`config.mk`:
```
export PLATFORM = sky130hd
export DESIGN_NAME = mdu_unit_flat
export DESIGN_NICKNAME = d
export VERILOG_FILES = /design/src/rtl/mdu_pkg.sv /design/src/rtl/mdu_unit_if.sv /design/src/rtl/mdu_div_core.sv /design/src/rtl/mdu_unit.sv /design/src/flat_wrapper.sv
export SDC_FILE = /design/constraint.sdc
export NUM_CORES = 2
export LEC_CHECK = 0
export ABC_AREA = 0
export BUFFER_PORTS_ARGS = -buffer_cell sky130_fd_sc_hd__buf_4
export CAP_MARGIN = 0
export CELL_PAD_IN_SITES_DETAIL_PLACEMENT = 1
export CELL_PAD_IN_SITES_GLOBAL_PLACEMENT = 1
export CORE_ASPECT_RATIO = 1.5
export CORE_MARGIN = 1
export CORE_UTILIZATION = 52
export CTS_BUF_LIST = sky130_fd_sc_hd__clkbuf_8
export CTS_CLUSTER_SIZE = 40
export DETAILED_ROUTE_END_ITERATION = 6
export GPL_ROUTABILITY_DRIVEN = 0
export PLACE_DENSITY = 0.82
export SLEW_MARGIN = 10
export SYNTH_ARGS = -nofsm -noshare
export SYNTH_HDL_FRONTEND = slang
export SYNTH_SLANG_ARGS = --single-unit
```
`constraint.sdc`:
```
create_clock -name clk -period 8.8 [get_ports clk]
set_input_delay 1.32 -clock clk [delete_from_list [all_inputs] [get_ports clk]]
set_output_delay 1.32 -clock clk [all_outputs]
set_load 0.02 [all_outputs]
```
`src/rtl/mdu_pkg.sv`:
```
// mdu_pkg: op codes, FSM state type and latency constants for mdu_unit.
// Optional feature macro: MDU_ITER_MUL_EN (iterative shift-add multiplier).
package mdu_pkg;

    localparam logic [2:0] OP_MULT  = 3'd0;
    localparam logic [2:0] OP_MULTU = 3'd1;
    localparam logic [2:0] OP_DIV   = 3'd2;
    localparam logic [2:0] OP_DIVU  = 3'd3;
    localparam logic [2:0] OP_MTHI  = 3'd4;
    localparam logic [2:0] OP_MTLO  = 3'd5;

    typedef enum logic [1:0] {
        ST_IDLE = 2'd0,
        ST_MUL  = 2'd1,
        ST_DIV  = 2'd2,
        ST_FIX  = 2'd3
    } mdu_state_e;

    // Constants below assume the default WIDTH of 32.
    localparam int DEFAULT_WIDTH = 32;
    localparam int DIV_CYCLES    = DEFAULT_WIDTH;
    localparam int LAT_MTX       = 1;                 // MTHI/MTLO: done in cycle 1
    localparam int LAT_DIV       = DIV_CYCLES + 2;    // done in cycle WIDTH+2
`ifdef MDU_ITER_MUL_EN
    localparam int LAT_MUL       = DIV_CYCLES + 2;
`else
    localparam int LAT_MUL       = 2;
`endif

    function automatic logic is_mul(input logic [2:0] op);
        return (op == OP_MULT) || (op == OP_MULTU);
    endfunction

    function automatic logic is_div(input logic [2:0] op);
        return (op == OP_DIV) || (op == OP_DIVU);
    endfunction

    function automatic logic is_signed_op(input logic [2:0] op);
        return (op == OP_MULT) || (op == OP_DIV);
    endfunction

endpackage

```
`src/rtl/mdu_unit_if.sv`:
```
// mdu_unit_if: request handshake, flush, status and HI/LO read bus of the MDU.
interface mdu_unit_if #(parameter int WIDTH = 32);
    logic             req_valid;
    logic             req_ready;
    logic [2:0]       req_op;
    logic [WIDTH-1:0] req_src1;
    logic [WIDTH-1:0] req_src2;
    logic             flush;
    logic             busy;
    logic             done;
    logic [WIDTH-1:0] hi_rdata;
    logic [WIDTH-1:0] lo_rdata;

    // Execute stage side
    modport master (
        output req_valid, req_op, req_src1, req_src2, flush,
        input  req_ready, busy, done, hi_rdata, lo_rdata
    );

    // MDU side
    modport slave (
        input  req_valid, req_op, req_src1, req_src2, flush,
        output req_ready, busy, done, hi_rdata, lo_rdata
    );
endinterface

```
`src/rtl/mdu_div_core.sv`:
```
// mdu_div_core: restoring divider datapath on magnitudes (partial remainder,
// quotient shift register, iteration counter). With MDU_ITER_MUL_EN the same
// registers run a radix-2 shift-add multiply: rem_q is the upper accumulator,
// quo_q the multiplier / low product shift register.
module mdu_div_core #(
    parameter int WIDTH = 32
) (
    input  logic             clk,
    input  logic             resetn,
    input  logic             load_i,      // start: a_i -> quo_q, b_i -> opnd_q
    input  logic             step_i,      // perform one iteration
`ifdef MDU_ITER_MUL_EN
    input  logic             mul_mode_i,  // iteration is shift-add instead of divide
`endif
    input  logic [WIDTH-1:0] a_i,
    input  logic [WIDTH-1:0] b_i,
    output logic [WIDTH-1:0] hi_o,
    output logic [WIDTH-1:0] lo_o,
    output logic             last_o       // current step is the final one
);
    localparam int CW = $clog2(WIDTH) + 1;

    logic [WIDTH-1:0] rem_q, rem_d;
    logic [WIDTH-1:0] quo_q, quo_d;
    logic [WIDTH-1:0] opnd_q;
    logic [CW-1:0]    cnt_q, cnt_d;
    logic [WIDTH:0]   shifted;
    logic [WIDTH:0]   trial;

    assign shifted = {rem_q, quo_q[WIDTH-1]};
    assign trial   = shifted - {1'b0, opnd_q};

`ifdef MDU_ITER_MUL_EN
    logic [WIDTH:0] sum;
    assign sum = {1'b0, rem_q} + (quo_q[0] ? {1'b0, opnd_q} : {(WIDTH+1){1'b0}});
`endif

    assign hi_o   = rem_q;
    assign lo_o   = quo_q;
    assign last_o = (cnt_q == CW'(WIDTH - 1));

    // Next-state for one restoring-divide (or shift-add) iteration
    always_comb begin
        rem_d = rem_q;
        quo_d = quo_q;
        cnt_d = cnt_q;
        if (load_i) begin
            rem_d = '0;
            quo_d = a_i;
            cnt_d = '0;
        end else if (step_i) begin
            cnt_d = cnt_q + CW'(1);
`ifdef MDU_ITER_MUL_EN
            if (mul_mode_i) begin
                rem_d = sum[WIDTH:1];
                quo_d = {sum[0], quo_q[WIDTH-1:1]};
            end else
`endif
            if (!trial[WIDTH]) begin
                rem_d = trial[WIDTH-1:0];
                quo_d = {quo_q[WIDTH-2:0], 1'b1};
            end else begin
                rem_d = shifted[WIDTH-1:0];
                quo_d = {quo_q[WIDTH-2:0], 1'b0};
            end
        end
    end

    // Datapath registers
    always_ff @(posedge clk or negedge resetn) begin
        if (!resetn) begin
            rem_q  <= '0;
            quo_q  <= '0;
            opnd_q <= '0;
            cnt_q  <= '0;
        end else begin
            rem_q <= rem_d;
            quo_q <= quo_d;
            cnt_q <= cnt_d;
            if (load_i) begin
                opnd_q <= b_i;
            end
        end
    end
endmodule

```
`src/rtl/mdu_unit.sv`:
```
// mdu_unit: multiply/divide unit with HI/LO registers, valid/ready request
// handshake and flush. Build option MDU_ITER_MUL_EN selects an iterative
// multiplier in place of the single-cycle combinational one.
module mdu_unit
    import mdu_pkg::*;
#(
    parameter int WIDTH = 32
) (
    input  logic       clk,
    input  logic       resetn,
    mdu_unit_if.slave  bus
);
    mdu_state_e       state_q, state_d;
    logic [2:0]       op_q;
    logic             qneg_q, rneg_q;
    logic [WIDTH-1:0] hi_q, hi_d, lo_q, lo_d;
    logic             done_q, done_d;

    logic             accept;
    logic             s1_neg, s2_neg;
    logic [WIDTH-1:0] a_mag, b_mag;
    logic [WIDTH-1:0] core_hi, core_lo;
    logic             core_last;

    assign accept = bus.req_valid && (state_q == ST_IDLE) && !bus.flush;
    assign s1_neg = is_signed_op(bus.req_op) && bus.req_src1[WIDTH-1];
    assign s2_neg = is_signed_op(bus.req_op) && bus.req_src2[WIDTH-1];
    assign a_mag  = s1_neg ? (~bus.req_src1 + 1'b1) : bus.req_src1;
    assign b_mag  = s2_neg ? (~bus.req_src2 + 1'b1) : bus.req_src2;

    assign bus.req_ready = (state_q == ST_IDLE);
    assign bus.busy      = (state_q != ST_IDLE);
    assign bus.done      = done_q;
    assign bus.hi_rdata  = hi_q;
    assign bus.lo_rdata  = lo_q;

    mdu_div_core #(.WIDTH(WIDTH)) u_core (
        .clk        (clk),
        .resetn     (resetn),
        .load_i     (accept && (is_mul(bus.req_op) || is_div(bus.req_op))),
`ifdef MDU_ITER_MUL_EN
        .step_i     ((state_q == ST_DIV) || (state_q == ST_MUL)),
        .mul_mode_i (state_q == ST_MUL),
`else
        .step_i     (state_q == ST_DIV),
`endif
        .a_i        (a_mag),
        .b_i        (b_mag),
        .hi_o       (core_hi),
        .lo_o       (core_lo),
        .last_o     (core_last)
    );

`ifdef MDU_ITER_MUL_EN
    logic [2*WIDTH-1:0] prod_res;
    assign prod_res = qneg_q ? (~{core_hi, core_lo} + 1'b1) : {core_hi, core_lo};
`else
    // Operands kept for the single-cycle multiply, widened by one bit so one
    // signed multiply serves both MULT and MULTU.
    logic [WIDTH-1:0]   src1_q, src2_q;
    logic [WIDTH:0]     ext1, ext2;
    logic [2*WIDTH-1:0] prod_res;
    assign ext1     = {is_signed_op(op_q) && src1_q[WIDTH-1], src1_q};
    assign ext2     = {is_signed_op(op_q) && src2_q[WIDTH-1], src2_q};
    assign prod_res = $signed({{(WIDTH-1){ext1[WIDTH]}}, ext1})
                    * $signed({{(WIDTH-1){ext2[WIDTH]}}, ext2});
`endif

    // FSM next state and HI/LO/done write decisions; flush overrides everything
    always_comb begin
        state_d = state_q;
        hi_d    = hi_q;
        lo_d    = lo_q;
        done_d  = 1'b0;
        case (state_q)
            ST_IDLE: begin
                if (accept) begin
                    case (bus.req_op)
                        OP_MULT, OP_MULTU: state_d = ST_MUL;
                        OP_DIV,  OP_DIVU:  state_d = ST_DIV;
                        OP_MTHI: begin hi_d = bus.req_src1; done_d = 1'b1; end
                        OP_MTLO: begin lo_d = bus.req_src1; done_d = 1'b1; end
                        default: ;
                    endcase
                end
            end
            ST_MUL: begin
`ifdef MDU_ITER_MUL_EN
                if (core_last) state_d = ST_FIX;
`else
                hi_d    = prod_res[2*WIDTH-1:WIDTH];
                lo_d    = prod_res[WIDTH-1:0];
                done_d  = 1'b1;
                state_d = ST_IDLE;
`endif
            end
            ST_DIV: begin
                if (core_last) state_d = ST_FIX;
            end
            ST_FIX: begin
`ifdef MDU_ITER_MUL_EN
                if (is_mul(op_q)) begin
                    hi_d = prod_res[2*WIDTH-1:WIDTH];
                    lo_d = prod_res[WIDTH-1:0];
                end else
`endif
                begin
                    lo_d = qneg_q ? (~core_lo + 1'b1) : core_lo;
                    hi_d = rneg_q ? (~core_hi + 1'b1) : core_hi;
                end
                done_d  = 1'b1;
                state_d = ST_IDLE;
            end
            default: state_d = ST_IDLE;
        endcase
        if (bus.flush) begin
            state_d = ST_IDLE;
            hi_d    = hi_q;
            lo_d    = lo_q;
            done_d  = 1'b0;
        end
    end

    // State, HI/LO, done and request bookkeeping registers
    always_ff @(posedge clk or negedge resetn) begin
        if (!resetn) begin
            state_q <= ST_IDLE;
            op_q    <= '0;
            qneg_q  <= 1'b0;
            rneg_q  <= 1'b0;
            hi_q    <= '0;
            lo_q    <= '0;
            done_q  <= 1'b0;
`ifndef MDU_ITER_MUL_EN
            src1_q  <= '0;
            src2_q  <= '0;
`endif
        end else begin
            state_q <= state_d;
            hi_q    <= hi_d;
            lo_q    <= lo_d;
            done_q  <= done_d;
            if (accept) begin
                op_q   <= bus.req_op;
                qneg_q <= s1_neg ^ s2_neg;
                rneg_q <= s1_neg;
`ifndef MDU_ITER_MUL_EN
                src1_q <= bus.req_src1;
                src2_q <= bus.req_src2;
`endif
            end
        end
    end
endmodule

```
`src/flat_wrapper.sv`:
```
// flat-port wrapper written by rule: the top's interface ports become plain ports
module mdu_unit_flat import mdu_pkg::*;
#(
    parameter int WIDTH = 32
)
  (clk, resetn, bus_req_valid, bus_req_op, bus_req_src1, bus_req_src2, bus_flush, bus_req_ready, bus_busy, bus_done, bus_hi_rdata, bus_lo_rdata);
  mdu_unit_if #(.WIDTH(WIDTH)) bus_i ();
  input  logic clk;
  input  logic resetn;
  input wire logic [$bits(bus_i.req_valid)-1:0] bus_req_valid;
  input wire logic [$bits(bus_i.req_op)-1:0] bus_req_op;
  input wire logic [$bits(bus_i.req_src1)-1:0] bus_req_src1;
  input wire logic [$bits(bus_i.req_src2)-1:0] bus_req_src2;
  input wire logic [$bits(bus_i.flush)-1:0] bus_flush;
  output wire logic [$bits(bus_i.req_ready)-1:0] bus_req_ready;
  output wire logic [$bits(bus_i.busy)-1:0] bus_busy;
  output wire logic [$bits(bus_i.done)-1:0] bus_done;
  output wire logic [$bits(bus_i.hi_rdata)-1:0] bus_hi_rdata;
  output wire logic [$bits(bus_i.lo_rdata)-1:0] bus_lo_rdata;
  assign bus_i.req_valid = bus_req_valid;
  assign bus_i.req_op = bus_req_op;
  assign bus_i.req_src1 = bus_req_src1;
  assign bus_i.req_src2 = bus_req_src2;
  assign bus_i.flush = bus_flush;
  assign bus_req_ready = bus_i.req_ready;
  assign bus_busy = bus_i.busy;
  assign bus_done = bus_i.done;
  assign bus_hi_rdata = bus_i.hi_rdata;
  assign bus_lo_rdata = bus_i.lo_rdata;
  mdu_unit #(.WIDTH(WIDTH)) u_core (.clk(clk), .resetn(resetn), .bus(bus_i));
endmodule
```
==> flow_metrics.env <==
export IMPL_drive_gt1_share_pct=8.30
export IMPL_arrival_ps=9090
export IMPL_synth_most_common_cell="inv_1"
export IMPL_cp_required_ps=9280
export IMPL_synth_common_cells="1250 x inv_1, 1126 x fa_1, 976 x nand2_1"
export IMPL_layout_nets=7330
export IMPL_syn_area_per_cell_um2=8.91
export IMPL_place_port_buffers=137
export IMPL_drtAntennaViolNets=0
export IMPL_drt_initial_drc_count=2745
export IMPL_worstMarginPinSlew_ps=1120
export IMPL_syn_area_um2=52500
export IMPL_min_period_over_period_pct=97.8
export IMPL_path_cells="buf_4, nand2_1, fa_1, inv_1, fa_1, fa_1, fa_1, fa_1, fa_1, inv_1, fa_1, fa_1, inv_1, ha_1, a21o_1, a21o_1, a21oi_1, o21ai_0, a221oi_2, o31ai_2, a211oi_2, xnor2_1, a222oi_1, o21ai_0"
export IMPL_instances_no_fill=7218
export IMPL_drt_pass1_iterations=6
export IMPL_crit_path_start="u_core.src1_q[27]"
export IMPL_clock_path_buffers=3
export IMPL_synth_cell_types=75
export IMPL_die_h_um=391
export IMPL_synthArstFlopShare_pct=100
export IMPL_core_area_um2=100000
export IMPL_grt_usage_pct=37.6
export IMPL_cts_clk_slew_worst_paths_ps=70
export IMPL_yosys_area_top_type="fa_1"
export IMPL_ys_warn_count=0
export IMPL_clk_latency_ps=710
export IMPL_min_delay_start="u_core.u_core.opnd_q[26]"
export IMPL_multi_input_area_um2=40700
export IMPL_h_tree_depth=2
export IMPL_routedWlPerCell_um=25.5
export IMPL_synthCells=5887
export IMPL_crit_top_cell="fa_1"
export IMPL_slowest_delay_ps=790
export IMPL_cts_tree="built"
export IMPL_crit_reg2reg_launch="u_core.src1_q[27]"
export IMPL_die_x_um=261
export IMPL_pin_count=138
export IMPL_wirelength_mm=184
export IMPL_grt_overflow_total=0
export IMPL_fillerInstances=11600
export IMPL_finalMaxSlewViolations=0
export IMPL_ys_flop_type="dfrtp_1"
export IMPL_crit_buf_inv=4
export IMPL_worstSetupPathDepth=24
export IMPL_setup_violations=0
export IMPL_viasPerCell=5.90
export IMPL_maxCapViolations=0
export IMPL_dp_cells=7130
export IMPL_synth_top_area_share_pct=43.0
export IMPL_path_delay_family="adder cells"
export IMPL_register_area_um2=5950
export IMPL_dieArea_um2=102000
export IMPL_clock_sinks=237
export IMPL_dpl_hpwl_mm=150
export IMPL_start_util_pct=52.5
export IMPL_rr_worst_depth=24
export IMPL_period_minus_slack_ps=8610
export IMPL_numCtsBuffers=42
export IMPL_status="finished, final reports clean"
export IMPL_synthTopCellsByArea="fa_1 43%, dfrtp_1 11%, inv_1 8.9%, nand2_1 7.0%, ha_1 5.9%"
export IMPL_grt_antenna_before_repair=13
export IMPL_synth_seq_cells=237
export IMPL_grt_pass1_vias=49600
export IMPL_cp_max_fo=19
export IMPL_synth_seq_area_share_pct=11.3
export IMPL_synth_edf_count=0
export IMPL_cts_root_buf="clkbuf_8"
export IMPL_fin_worst_skew_ps=70.3
export IMPL_cpMaxStageDelayCell="dfrtp_1"
export IMPL_drc=0
export IMPL_timing_slew_headroom_pct=25.5
export IMPL_endpoint_kind="flip-flop"
export IMPL_num_vias=42600
export IMPL_worst_hold_path_type="reg -> reg"
export IMPL_grt_pass1_wl_mm=288
export IMPL_rows=142
export IMPL_hold_viol=0
export IMPL_fmax_mhz=116
export IMPL_cts_hold_buf=0
export IMPL_crit_type="reg -> reg"
export IMPL_syn_nets=7333
export IMPL_grt_max_degree=143
export IMPL_syn2layout_area_growth_pct=7.10
export IMPL_worstHoldPathCells=2
export IMPL_cp_start_kind="flip-flop"
==> layout by cell type (no fill, tap or decap), types with 136 or more instances in the layout <==
master | Yosys | routed
ha_1 | 249 | 249
buf_4 | 2 | 278
o21ai_0 | 223 | 223
inv_1 | 1250 | 1260
a21oi_1 | 138 | 136
nor2_1 | 166 | 163
dfrtp_1 | 237 | 222
fa_1 | 1126 | 1124
nand2_1 | 976 | 974
and2_1 | 283 | 283
==> layer usage <==
layer | vias to the layer above | global-route usage, % | routed length (um)
met5 | - | 0 | 46
met4 | 8 | 23.7 | 13700
met3 | 730 | 6.76 | 12700
met2 | 1873 | 64.9 | 93700
met1 | 22200 | 42.7 | 64100
li1 | 17700 | - | -
==> state kept, by name, summed over array words and instances (netlist names) <==
signal / flops
u_core.state_q: 2
u_core.bus.lo_rdata: 32
u_core.bus.hi_rdata: 32
u_core.u_core.lo_o: 32
u_core.u_core.hi_o: 32
u_core.u_core.opnd_q: 32
u_core.bus.done: 1
u_core.qneg_q: 1
u_core.rneg_q: 1
u_core.op_q: 2
u_core.u_core.cnt_q: 6
u_core.src2_q: 32
u_core.src1_q: 32
==> logic make-up after synthesis <==
logic type,Yosys count,share of synthesized area (%)
buffers and inverters,1591,11.4
DFF,237,11.3
AOI/OAI and AO/OA,676,8.07
and+or+nand+nor,1696,14.7
xor gates and xnor gates,210,3.50
adders and majority gates,1375,48.9
muxes,102,2.11
==> cell type report <==
cell class,instances,share of cell area (%)
multi-input cells,4059,72.3
flip-flops and latches,237,10.6
inverters,1251,8.36
repair buffers,293,4.21
well taps,1296,2.89
clock buffers,52,1.27
clock inverters,24,0.329
diodes,6,0.0267
==> worst register-to-register path: stages (launching register included) <==
cell,delay [ps]
dfrtp_1,790
buf_4,440
nand2_1,250
fa_1,600
inv_1,90
fa_1,520
fa_1,580
fa_1,450
fa_1,560
fa_1,590
inv_1,110
fa_1,420
fa_1,530
inv_1,50
ha_1,290
a21o_1,190
a21o_1,180
a21oi_1,210
o21ai_0,170
a221oi_2,310
o31ai_2,180
a211oi_2,320
xnor2_1,140
a222oi_1,310
o21ai_0,130
==> stage by stage <==
stage / area, um2 / worst slack [ps] / TNS, ps / util [%] / hold slack (ps)
after floorplan: 52500 / 769 / 0 / - / 450
after global placement: 55100 / 440 / 0 / 55.1 / 461
after detailed placement: 55100 / 177 / 0 / 55.1 / 472
after CTS: 56100 / 19.2 / 0 / 56.1 / 487
after global routing: 56200 / -88.2 / -154 / 56.2 / 501
final: 56200 / 194 / 0 / 56.2 / 483
==> worst paths after layout <==
| kind | slack (ps) | to |
|---|---|---|
| max in group asynchronous | 6580 | u_core.src2_q[13] |
| worst max register to register | 190 | u_core.bus.hi_rdata[22] |
| min in group asynchronous | 630 | u_core.bus.lo_rdata[2] |
| worst min-delay path | 480 | u_core.u_core.opnd_q[26] |
| worst max-delay path | 190 | u_core.bus.hi_rdata[22] |
| worst min register to register | 480 | u_core.u_core.opnd_q[26] |
==> what timing repair did <==
item                                    CTS  global route
setup buffers                             5             1
pin swaps                                 0             3
gates resized for setup                   1            32
endpoints found under the setup margin    1            28
Power is not shown: default switching activity piles up to over one toggle a cycle in this logic, so the estimate is an artifact.
